<file path="src/rtl/mesh_route_pipe.sv">
// XY route-compute stage: input FIFO, per-packet port lock, one registered output stage.
// Latency: 2 cycles from push to out_valid when idle; in_ready = !full, output holds while stalled.
// Build option ROUTE_ERR_EN: out-of-range heads drop their packet and route_err pulses.
module mesh_route_pipe #(
  parameter int COORD_W    = 30,
  parameter int DATA_W     = 64,
  parameter int MESH_X     = 8,
  parameter int MESH_Y     = 8,
  parameter int CUR_X      = 0,
  parameter int CUR_Y      = 0,
  parameter int FIFO_DEPTH = 4
) (
  input  logic               clk,
  input  logic               rst,
  input  logic               in_valid,
  output logic               in_ready,
  input  logic               in_head,
  input  logic               in_tail,
  input  logic [COORD_W-1:0] dest_x,
  input  logic [COORD_W-1:0] dest_y,
  input  logic [DATA_W-1:0]  in_data,
  output logic               out_valid,
  input  logic               out_ready,
  output logic               out_head,
  output logic               out_tail,
  output logic [DATA_W-1:0]  out_data,
  output logic [4:0]         outport
`ifdef ROUTE_ERR_EN
  ,
  output logic               route_err
`endif
);

  localparam int PW = (FIFO_DEPTH > 1) ? $clog2(FIFO_DEPTH) : 1;
  localparam logic [COORD_W-1:0] CX = COORD_W'(CUR_X);
  localparam logic [COORD_W-1:0] CY = COORD_W'(CUR_Y);
  localparam logic [COORD_W-1:0] MX = COORD_W'(MESH_X);
  localparam logic [COORD_W-1:0] MY = COORD_W'(MESH_Y);
`ifdef ROUTE_ERR_EN
  localparam bit ERR_EN = 1'b1;
`else
  localparam bit ERR_EN = 1'b0;
`endif

  typedef struct packed {
    logic               head;
    logic               tail;
    logic [COORD_W-1:0] dx;
    logic [COORD_W-1:0] dy;
    logic [DATA_W-1:0]  data;
  } flit_t;

  typedef enum logic [1:0] {S_IDLE, S_BODY, S_DROP} state_t;

  flit_t              mem_q [FIFO_DEPTH];
  logic [PW:0]        wr_ptr_q, wr_ptr_d, rd_ptr_q, rd_ptr_d;
  logic               full, empty, push, pop, load, load_en, discard, hd_bad;
  flit_t              hd;
  logic [4:0]         hd_route, flit_port;
  state_t             state_q, state_d;
  logic [4:0]         lock_port_q, lock_port_d;
  logic               out_valid_q, out_valid_d, out_head_q, out_head_d, out_tail_q, out_tail_d;
  logic [DATA_W-1:0]  out_data_q, out_data_d;
  logic [4:0]         outport_q, outport_d;

  function automatic logic [4:0] xy_route(input logic [COORD_W-1:0] dx, input logic [COORD_W-1:0] dy);
    if (dx > CX)      return 5'b00010;
    else if (dx < CX) return 5'b00100;
    else if (dy > CY) return 5'b01000;
    else if (dy < CY) return 5'b10000;
    else              return 5'b00001;
  endfunction

  // Extra pointer MSB distinguishes full from empty when the index bits match.
  assign full     = (wr_ptr_q[PW] != rd_ptr_q[PW]) && (wr_ptr_q[PW-1:0] == rd_ptr_q[PW-1:0]);
  assign empty    = (wr_ptr_q == rd_ptr_q);
  assign in_ready = !full;
  assign push     = in_valid && !full;
  assign hd       = mem_q[rd_ptr_q[PW-1:0]];
  assign hd_route = xy_route(hd.dx, hd.dy);
  assign hd_bad   = ERR_EN && ((hd.dx >= MX) || (hd.dy >= MY));

  always_comb begin
    wr_ptr_d = wr_ptr_q + (PW+1)'(push);
    rd_ptr_d = rd_ptr_q + (PW+1)'(pop);
  end

  always_ff @(posedge clk) begin
    if (push) mem_q[wr_ptr_q[PW-1:0]] <= {in_head, in_tail, dest_x, dest_y, in_data};
  end

  always_ff @(posedge clk) begin
    if (rst) begin
      wr_ptr_q    <= '0;
      rd_ptr_q    <= '0;
      state_q     <= S_IDLE;
      lock_port_q <= '0;
      out_valid_q <= 1'b0;
      out_head_q  <= 1'b0;
      out_tail_q  <= 1'b0;
      out_data_q  <= '0;
      outport_q   <= '0;
    end else begin
      wr_ptr_q    <= wr_ptr_d;
      rd_ptr_q    <= rd_ptr_d;
      state_q     <= state_d;
      lock_port_q <= lock_port_d;
      out_valid_q <= out_valid_d;
      out_head_q  <= out_head_d;
      out_tail_q  <= out_tail_d;
      out_data_q  <= out_data_d;
      outport_q   <= outport_d;
    end
  end

  // A head always restarts routing, whatever packet was in flight.
  always_comb begin
    state_d = state_q;
    if (pop) begin
      if (hd.head)      state_d = hd.tail ? S_IDLE : (hd_bad ? S_DROP : S_BODY);
      else if (hd.tail) state_d = S_IDLE;
    end
  end

  // Discarded flits never touch the output stage, so they pop even while it is stalled.
  always_comb begin
    discard     = hd.head ? hd_bad : (state_q != S_BODY);
    load_en     = !out_valid_q || out_ready;
    pop         = !empty && (discard || load_en);
    load        = pop && !discard;
    flit_port   = hd.head ? hd_route : lock_port_q;
    lock_port_d = (load && hd.head) ? hd_route : lock_port_q;
    out_valid_d = load_en ? load : out_valid_q;
    out_head_d  = load ? hd.head   : out_head_q;
    out_tail_d  = load ? hd.tail   : out_tail_q;
    out_data_d  = load ? hd.data   : out_data_q;
    outport_d   = load ? flit_port : outport_q;
  end

  assign out_valid = out_valid_q;
  assign out_head  = out_head_q;
  assign out_tail  = out_tail_q;
  assign out_data  = out_data_q;
  assign outport   = outport_q;

`ifdef ROUTE_ERR_EN
  logic route_err_q, route_err_d;

  // One pulse per bad packet: on its head or on an orphan, not on the dropped body.
  always_comb route_err_d = pop && discard && (hd.head || state_q == S_IDLE);

  always_ff @(posedge clk) begin
    if (rst) route_err_q <= 1'b0;
    else     route_err_q <= route_err_d;
  end

  assign route_err = route_err_q;
`endif

endmodule

</file>
<file path="config.mk">
export PLATFORM = sky130hd
export DESIGN_NAME = mesh_route_pipe
export DESIGN_NICKNAME = d
export VERILOG_FILES = /design/src/rtl/mesh_route_pipe.sv
export SDC_FILE = /design/constraint.sdc
export NUM_CORES = 1
export LEC_CHECK = 0
export ABC_CLOCK_PERIOD_IN_PS = 20400
export CAP_MARGIN = 20
export CORE_MARGIN = 2
export CORE_UTILIZATION = 35
export DETAILED_ROUTE_END_ITERATION = 6
export GPL_TIMING_DRIVEN = 0
export PLACE_DENSITY_LB_ADDON = 0.08
export SKIP_CTS_REPAIR_TIMING = 1
export SYNTH_ARGS = -nofsm -noshare
export SYNTH_HDL_FRONTEND = slang
export SYNTH_SLANG_ARGS = --single-unit
</file>
<file path="constraint.sdc">
create_clock -name clk -period 20.4 [get_ports clk]
set_clock_uncertainty 0.2 [all_clocks]
set_input_delay 4.08 -clock clk [delete_from_list [all_inputs] [get_ports clk]]
set_output_delay 4.08 -clock clk [all_outputs]
set_load 0.02 [all_outputs]
</file>
Word-level counts from Yosys, hierarchy flattened
Memories as Yosys holds them, arrays and structs flattened. A register that Yosys moved wholly into a read port is not among the register bits.
Index checks and enable logic that the tools add are counted.
Word-level totals
  RAM bits: 504
  logic and storage cells: 45
  register bits after elaboration: 85
  memories: 1
  input bits: 130
Memory list
  mem_q: words 4, bits a word 126, read ports 1, clocked after Yosys merged registers in 1, write ports 1, RTL line 55  | flit_t mem_q [FIFO_DEPTH];
Cells by class
  reductions and logical operators: 13
  equal/unequal tests: 4
  add/subtract/negate cells: 2
  order comparisons: 4
  multiplexer cells: 12
Operator list (count)
  $gt A30 B1 Y1 const B: 2
  $lt A30 B1 Y1 const B: 2
  $mux W5: 5
  $add A3 B1 Y3: 2
  $mux W2: 3
  $logic_and A1 B1 Y1: 5
  $logic_not A1 Y1: 4
  $mux W1: 4
  $eq A3 B3 Y1: 1
  $eq A2 B2 Y1: 1
  $logic_or A1 B1 Y1: 2
  $ne A2 B1 Y1 const B: 1
  $reduce_and A2 Y1: 1
  $reduce_bool A2 Y1: 1
  $ne A1 B1 Y1: 1

Depth between registers and ports, before layout
Gate-level depths: netlist (run 1).
  depth in word-level cells: 6
  gate-level depth with buffers: 9
  mapped depth without buffers: 8

Worst setup path after synthesis (run 1)
Ideal clock, no wire load.
  path type: input -> register
  start point: input port in_valid
  end point: memory mem_q[2][0] in the netlist's numbering (enable)
  stages: 2
  library setup time: 0.791 ns
  arrival time: 13.307 ns
  path slack: 6.101 ns
  cells stage by stage: nand2_1 nor3b_1
On the way
  word-level cells in the longest chain between the ends: 3
Ends and longest elaborated chain
  start: declaration: RTL line 15  | input logic in_valid,
  $logic_and A1 B1 Y1: RTL line 78  | assign push = in_valid && !full;
  $mux W1: RTL line 89  | if (push) mem_q[wr_ptr_q[PW-1:0]] <= {in_head, in_tail, dest_x, dest_y, in_data};
  $mux W1 (implied by the code): RTL line 89
  end: declaration: RTL line 55
No other way between the ends.

Worst setup path after layout (run 1)
  start point: register rd_ptr_q[1]
  end point: output port in_ready
On the way
  word-level cells in the longest chain between the ends: 3
Ends and longest elaborated chain
  start: declaration: RTL line 56  | logic [PW:0] wr_ptr_q, wr_ptr_d, rd_ptr_q, rd_ptr_d;
  start signal: assignment: RTL line 105  | rd_ptr_q <= rd_ptr_d;
  $eq A2 B2 Y1: RTL line 75  | assign full = (wr_ptr_q[PW] != rd_ptr_q[PW]) && (wr_ptr_q[PW-1:0] == rd_ptr_q[PW-1:0]);
  $logic_and A1 B1 Y1: RTL line 75
  $logic_not A1 Y1: RTL line 77  | assign in_ready = !full;
  end: declaration: RTL line 16  | output logic in_ready,
No other way between the ends.

==> impl_metrics.toml, run 1 <==
[sta]
holdWs_ns = 0.253
slew_viol_final = 0
worstMarginPinSlew_ns = 0.881
fmax_mhz = 151
rsz0062_at_grt = "false"
finalHoldViolations = 0
setup_tns_ns = 0
setup-violations-final = 0
slew_headroom = 0.413
period_needed_ns = 6.63
min_period_over_period = 0.325

[drt]
drt_iter0_markers = 459
postRouteAntennaNets = 0
avgRoutedWirePerCell_um = 20.5
vias = 10154
first_pass_iters = 6
drc = 0
vias_per_cell = 4.71
totalWireLength_um = 44200

[final_layout]
multi_input_area_mm2 = 0.00331
drive_gt1_frac = 0.168
fillers = 5067
syn_to_final_growth_pct = 27.1
nNetsFinal = 1474
diodes = 0
seqCellArea_mm2 = 0.0167
post-route-util = 0.448

[cts]
cts_buffers = 61
clock_path_buffers = 3
clk_latency_ns = 0.61
cts.sinks = 584
clockRootBuffer = "clkbuf_16"
path_clk_slew_ns = 0.06
htreeDepth = 2
tritoncts = "built"

[placement]
place.gp.congestion = 0.683
io_buffers = 200
dp_hpwl_um = 29700

[floorplan]
num_io_pins = 203
rows = 88
start_util = 0.352
die_w_um = 245
chipHeight_um = 245
die_area_mm2 = 0.0598
core_area_mm2 = 0.0575

[power]
p_total_w = 0.00323
power.density_mw_per_mm2 = 126
p_leak_nw = 8.21
worst_ir_drop_vdd_v = 0.0000761

[global_routing]
grt_usage = 0.149
grt_pass1_vias = 10669
grt_max_degree = 53
grt_pass1_wl_um = 66100
grt.overflow.total = 0
antenna_found_initial = 1

[logic_synthesis]
synth_edf_count = 504
synth-seq-cells = 584
synth_ff_type = "edfxtp_1"
synth_area_mm2 = 0.0202
synthArstFlopShare = 0
yosys-top-cells-count = "edfxtp_1, nand2_1, dfxtp_1, a21oi_1, mux4_2"
yosysUniqueCellTypes = 39
ys_warn_count = 0
ys_top_cells_by_area = "edfxtp_1, dfxtp_1, mux4_2, nand2_1, a21oi_1"
synthCells = 1040
synth_top_area_cell = "edfxtp_1"
ys_seq_area_frac = 0.827
syn_area_per_cell_um2 = 19.5
synth.most_common_cell = "edfxtp_1"
netlist.area_leader.share = 0.748

[min_path]
hold_depth = 2
hold_end = "out_data[13]"
hp-class = "reg -> reg"
hold_start = "out_data[13]"

[worst_setup_path]
rr_endpoint = "mem_q[3][39]"
max_stage_delay_ns = 0.62
critPathRequiredTime_ns = 16.12
critPathMaxFanout = 8
cp-end-kind = "output pin"
critPathTopFamily = "buffers and inverters"
critPathSlowestCell = "clkdlybuf4s50_1"
cp.buffers_inverters = 2
cp.arrival_ns = 2.35
cp_cell_sequence = "buf_2, xnor2_1, nand3b_1, clkdlybuf4s50_1"
worst-setup-path-type = "reg -> out"
timing.rr.start = "rd_ptr_q[1]"
critPathLaunchType = "flip-flop"
r2r_slack_ns = 17.15
ff2ff_path_depth = 8

[job]
maxCapViolations = 0

[outcome]
status = "finished clean"
logic make-up after synthesis:
logic type / count (synthesis) / share of synthesized area
muxes: 66 / 0.0734
adders and majority gates: 4 / 0.00247
and+or+nand+nor: 248 / 0.0589
DFF: 584 / 0.827
buffers and inverters: 44 / 0.0110
xor gates and xnor gates: 5 / 0.00216
AOI/OAI and AO/OA: 88 / 0.0252
other: 1 / 0.000185
worst max-delay path by stage:
stage	start	to	slack, ns	cells past startpoint
5_1_grt	rd_ptr_q[1]	in_ready	13.66	4
2_1_floorplan	in_valid	mem_q[2][0]	6.10	2
3_5_place_dp	in_valid	mem_q[3][109]	13.59	6
6_report	rd_ptr_q[1]	in_ready	13.77	4
4_1_cts	rd_ptr_q[1]	in_ready	13.70	4
3_3_place_gp	in_valid	mem_q[2][17]	-2.13	3
tightest hold or removal path, stage by stage (launching register included):
cell     delay (ns)
dfxtp_1        0.31
nand2_1        0.05
a21oi_1        0.05
stage by stage:
stage / instances / instance area, um^2 / worst slack (ns)
final: 2155 / 25700 / 13.77
after global placement: 2006 / 23200 / -2.13
after CTS: 2155 / 25700 / 13.70
after detailed placement: 2042 / 23700 / 13.59
after global routing: 2155 / 25700 / 13.66
after floorplan: 1041 / 20200 / 6.10
sequential cells by signal, indices dropped and copies added (netlist names):
signal / count
out_tail: 1
wr_ptr_q: 3
mem_q: 504
out_data: 64
rd_ptr_q: 3
out_valid: 1
state_q: 1
outport: 3
lock_port_q: 3
out_head: 1
placed cells by master, fill, tap and decap left out, types with 2 or more instances in the layout:
cell               n
inv_6              3
nor3_1             8
clkdlybuf4s50_1  200
a31oi_1            2
and2_1             3
nor2_1            13
buf_16             3
dfxtp_1           80
nand2_1          137
o21a_1             2
conb_1             2
nand4_1           16
buf_12             4
bufinv_16          6
nand3b_1           5
a21oi_1           69
clkinv_4           3
nor2b_1            5
clkbuf_1          27
clkinv_2          16
ha_1               4
nor4b_1            6
o41ai_2            2
mux4_2            66
buf_4              6
buf_6             26
clkinv_1           7
o31ai_1            2
a21o_1             3
nor4_1            47
inv_1              2
buf_2             16
clkinvlp_4         3
clkbuf_8           4
buf_8              5
clkbuf_16         62
xnor2_1            5
edfxtp_1         504
routing by layer:
layer / track usage / up-vias / part of all wire
li1: - / 4738 / -
met2: 0.253 / 190 / 0.49
met5: 0 / - / 0.00032
met1: 0.197 / 5158 / 0.45
met3: 0.0256 / 66 / 0.036
met4: 0.0421 / 2 / 0.020
cell type report:
cell class,count,area share
repair buffers,236,0.0975
plain buffers,42,0.00836
inverters,2,0.000292
multi-input cells,413,0.129
clock inverters,38,0.0140
clock buffers,75,0.0637
well taps,765,0.0372
flip-flops and latches,584,0.650
where the power goes:
group	internal, W	switching, W	total, W
Clock	0.000646	0.000449	0.00109
Sequential	0.00142	0.0000435	0.00147
Combinational	0.000293	0.000379	0.000673
Total	0.00236	0.000872	0.00323
Note: power is estimated with default switching activity, not from simulation.
==> run 2, diff against run 1 <==
--- a/config.mk
+++ b/config.mk
@@ -5,7 +5,7 @@
 export SDC_FILE = /design/constraint.sdc
 export NUM_CORES = 1
 export LEC_CHECK = 0
-export ABC_CLOCK_PERIOD_IN_PS = 20400
+export ABC_CLOCK_PERIOD_IN_PS = 5850
 export CAP_MARGIN = 20
 export CORE_MARGIN = 2
 export CORE_UTILIZATION = 35
==> constraint.sdc (replaced) <==
create_clock -name clk -period 5.85 [get_ports clk]
set_clock_uncertainty 0.2 [all_clocks]
set_input_delay 1.17 -clock clk [delete_from_list [all_inputs] [get_ports clk]]
set_output_delay 1.17 -clock clk [all_outputs]
set_load 0.02 [all_outputs]
==> run 2 against run 1 <==
- cell area up 0.35%
- first-iteration DRC count is 40% higher
- critical path depth unchanged
- register-to-register slack worse by 14 ns
- utilization is 0.16 points higher
- worst hold slack barely moved
- worst setup slack worse by 12 ns
==> impl_metrics.toml, run 2 (synthesis results as in run 1) <==
[outcome]
status = "finished clean"

[sta]
min_period_over_period = 0.616
rsz0062_at_grt = "false"
fmax_mhz = 278
setup-violations-final = 0
finalHoldViolations = 0
setup_tns_ns = 0
period_needed_ns = 3.60
slew_headroom = 0.312
slew_viol_final = 0
worstMarginPinSlew_ns = 1.03

[placement]
io_buffers = 200
dpl_cell_area_mm2 = 0.0238
dp_hpwl_um = 29500
place.gp.congestion = 0.682

[final_layout]
final_cell_mix = "edfxtp_1, clkdlybuf4s50_1, nand2_1, dfxtp_1, clkbuf_16"
largest_register_ffs = 504
stdcell_area_mm2 = 0.0258
final_common_cell = "edfxtp_1"
nNetsFinal = 1468
drive_gt1_frac = 0.151
syn_to_final_growth_pct = 27.6

[worst_setup_path]
max_stage_delay_ns = 0.72
critPathSlowestCell = "clkdlybuf4s50_1"
worst-path-stages = 4
critPathMaxFanout = 8
cp-end-kind = "output pin"
cp.buffers_inverters = 2
critPathLaunchType = "flip-flop"
worst-setup-path-type = "reg -> out"
ff2ff_path_depth = 9
cp.arrival_ns = 2.23
critPathTopFamily = "buffers and inverters"
critPathRequiredTime_ns = 4.48
cp_cell_sequence = "buf_2, xnor2_1, nand3b_1, clkdlybuf4s50_1"

[cts]
path_clk_slew_ns = 0.05
clock_path_buffers = 3
cts.sinks = 584
clk_latency_ns = 0.58
cts_buffers = 66
clockRootBuffer = "clkbuf_16"
tritoncts = "built"
htreeDepth = 3

[power]
power.density_mw_per_mm2 = 438
worst_ir_drop_vdd_v = 0.000223
p_leak_nw = 8.21
p_total_w = 0.0113

[floorplan]
die_area_mm2 = 0.0598
rows = 88
die_w_um = 245
core_area_mm2 = 0.0575
num_io_pins = 203
chipHeight_um = 245
start_util = 0.352

[global_routing]
grt_usage = 0.152
grt_pass1_wl_um = 67400
grt.overflow.total = 0
grt_pass1_vias = 10779
grt_max_degree = 45
antenna_found_initial = 2

[drt]
first_pass_iters = 5
avgRoutedWirePerCell_um = 20.9
vias_per_cell = 4.78
drt_iter0_markers = 641
postRouteAntennaNets = 0
vias = 10296
drc = 0
totalWireLength_um = 44900

[job]
maxCapViolations = 0

[min_path]
hp-class = "reg -> reg"
hold_depth = 2
run 2: layout make-up:
cell class                 instances  area, um^2
clock inverter                    22         130
buffer                            42         215
timing repair buffer             225        2580
antenna                            1        2.50
tap                              765         957
multi-input combinational        413        3320
clock buffer                      98        1880
sequential                       584       16700
inverter                           2        7.51
fill                            5121       31600
run 2: path summary, 6_finish.rpt:
path	from	endpoint	slack [ns]
setup / recovery	rd_ptr_q[1]	in_ready	2.25
hold / removal	out_data[56]	out_data[56]	0.25
setup reg to reg	rd_ptr_q[1]	mem_q[1][102]	2.87
hold reg to reg	out_data[56]	out_data[56]	0.25
run 2: worst register-to-register path, stage by stage (launching register included):
cell	delay, ns
dfxtp_1	0.33
buf_2	0.29
xnor2_1	0.18
nand3b_1	0.15
nand2_1	0.16
inv_1	0.14
nand2_1	0.10
nor2_4	0.58
buf_12	0.28
buf_12	0.24
run 2: where the power goes:
group	switching (W)	total, W	leakage [nW]	internal (W)
combinational	0.00134	0.00238	1.95	0.00104
clock	0.00156	0.00382	0.979	0.00227
sequential	0.000157	0.00512	5.28	0.00496
run 2: through the flow:
step | cells | hold WS (ns) | util | worst slack, ns
floorplan | 1041 | 0.267 | - | 0.453
global placement | 2006 | 0.245 | 0.404 | -2.81
detailed placement | 2031 | 0.249 | 0.414 | 2.01
CTS | 2151 | 0.257 | 0.449 | 2.18
global route | 2151 | 0.278 | 0.449 | 2.11
finish | 2152 | 0.252 | 0.449 | 2.25
run 2: routing by layer:
layer	global-route usage	routed length [um]	vias to the layer above
li1	-	-	4721
met1	0.201	19800	5282
met2	0.252	21900	227
met3	0.0339	2340	64
met4	0.0477	831	2
met5	0	10	-
==> run 3, diff against run 2 <==
--- a/config.mk
+++ b/config.mk
@@ -5,7 +5,7 @@
 export SDC_FILE = /design/constraint.sdc
 export NUM_CORES = 1
 export LEC_CHECK = 0
-export ABC_CLOCK_PERIOD_IN_PS = 5850
+export ABC_CLOCK_PERIOD_IN_PS = 3230
 export CAP_MARGIN = 20
 export CORE_MARGIN = 2
 export CORE_UTILIZATION = 35
==> constraint.sdc (replaced) <==
create_clock -name clk -period 3.23 [get_ports clk]
set_clock_uncertainty 0.2 [all_clocks]
set_input_delay 0.646 -clock clk [delete_from_list [all_inputs] [get_ports clk]]
set_output_delay 0.646 -clock clk [all_outputs]
set_load 0.02 [all_outputs]
==> run 3 against run 2 <==
- worst setup slack lost 2.0 ns
- count of clock-buffer cells in the layout decreased by 16
- clock power increased by 73%
- non-clock buffer count did not move
- sequential power is 81% higher
- die area unchanged
==> impl_metrics.toml, run 3 (synthesis results as in run 1) <==
[outcome]
status = "finished clean"

[cts]
cts_buffers = 60
clk_latency_ns = 0.61
tritoncts = "built"
clockRootBuffer = "clkbuf_16"
htreeDepth = 2
cts.sinks = 584
path_clk_slew_ns = 0.06
clock_path_buffers = 3

[placement]
dp_hpwl_um = 29600
place.gp.congestion = 0.701
io_buffers = 200
dpl_cell_area_mm2 = 0.0238

[final_layout]
stdcell_area_mm2 = 0.0257
final_cell_mix = "edfxtp_1, clkdlybuf4s50_1, nand2_1, dfxtp_1, a21oi_1"
drive_gt1_frac = 0.155
syn_to_final_growth_pct = 27.1
fillers = 5102
final_common_cell = "edfxtp_1"
post-route-util = 0.448
nNetsFinal = 1462
diodes = 0
largest_register_ffs = 504

[sta]
finalHoldViolations = 0
period_needed_ns = 2.98
fmax_mhz = 336
min_period_over_period = 0.922
slew_headroom = 0.343
worstMarginPinSlew_ns = 0.986
rsz0062_at_grt = "false"
setup-violations-final = 0
slew_viol_final = 0

[drt]
totalWireLength_um = 44700
drc = 0
drt_iter0_markers = 528
vias = 10177
avgRoutedWirePerCell_um = 20.8
first_pass_iters = 4
postRouteAntennaNets = 0
vias_per_cell = 4.75

[power]
p_leak_nw = 8.14
power.density_mw_per_mm2 = 785
worst_ir_drop_vdd_v = 0.000480

[worst_setup_path]
critPathMaxFanout = 7
ff2ff_path_depth = 9
critPathRequiredTime_ns = 2.38
timing.rr.start = "rd_ptr_q[0]"
cp-end-kind = "output pin"
critPathLaunchType = "flip-flop"
worst-setup-path-type = "reg -> out"
cp.arrival_ns = 2.13
r2r_slack_ns = 0.48
rr_endpoint = "mem_q[1][45]"

[global_routing]
grt.overflow.total = 0
antenna_found_initial = 2
grt_max_degree = 63
grt_pass1_wl_um = 67600
grt_usage = 0.152
grt_pass1_vias = 10718

[min_path]
hp-class = "reg -> reg"
hold_end = "out_data[19]"
hold_start = "out_data[19]"
hold_depth = 2

[floorplan]
core_area_mm2 = 0.0575
start_util = 0.352
rows = 88
die_w_um = 245
chipHeight_um = 245
die_area_mm2 = 0.0598
num_io_pins = 203

[job]
maxCapViolations = 0
## run 3: cell count changes in the layout (fill, tap and decap cells not counted), sizes merged
cell      before  now
bufinv         1    3
clkbuf       116  100
clkinv        19   23
clkinvlp       1    2
diode          1    0
inv            3    4
## run 3: how the worst max path moves through the flow
stage | startpoint | to | slack (ns) | cells past startpoint
after detailed placement | in_valid | mem_q[1][43] | 0.09 | 7
after CTS | rd_ptr_q[1] | in_ready | 0.19 | 4
after floorplan | rd_ptr_q[0] | mem_q[2][0] | -1.58 | 5
after global placement | in_valid | mem_q[2][106] | -4.48 | 3
final | rd_ptr_q[0] | in_ready | 0.25 | 4
after global routing | rd_ptr_q[1] | in_ready | 0.16 | 4
## run 3: worst max-delay path: stages, from the launching register on
cell             delay (ns)
dfxtp_2                0.32
buf_6                  0.16
xnor2_4                0.14
nand3b_1               0.23
clkdlybuf4s50_1        0.67
## run 3: final cells by class
type	instances	area, um^2	area share
flip-flops and latches	584	16700	0.651
multi-input cells	413	3370	0.131
repair buffers	225	2550	0.0990
clock buffers	82	1650	0.0640
well taps	765	957	0.0372
clock inverters	30	233	0.00905
plain buffers	42	221	0.00861
inverters	2	7.51	0.000292
## run 3: per-layer routing
metal  global-route usage  part of all wire  vias up
li1                     -                 -     4715
met1                0.206              0.45     5182
met5                    0           0.00051        -
met2                0.251              0.49      206
met4               0.0434             0.020        4
met3               0.0275             0.042       70
## run 3: report_power, final
group | switching (W) | internal, W | leakage [nW]
registers | 0.000291 | 0.00898 | 5.28
clock network | 0.00281 | 0.00379 | 0.912
logic | 0.00240 | 0.00191 | 1.95
## run 3: per-stage QoR
stage / hold WS, ns / TNS, ns / setup slack [ns] / instances / power (W)
final: 0.254 / 0 / 0.253 / 2143 / 0.0202
after global routing: 0.270 / 0 / 0.161 / 2143 / 0.0212
after CTS: 0.257 / 0 / 0.191 / 2143 / 0.0206
after detailed placement: 0.249 / 0 / 0.0862 / 2031 / 0.0139
after global placement: 0.245 / -1595.17 / -4.48 / 2006 / 0.0138
after floorplan: 0.267 / -428.31 / -1.58 / 1041 / 0.0119
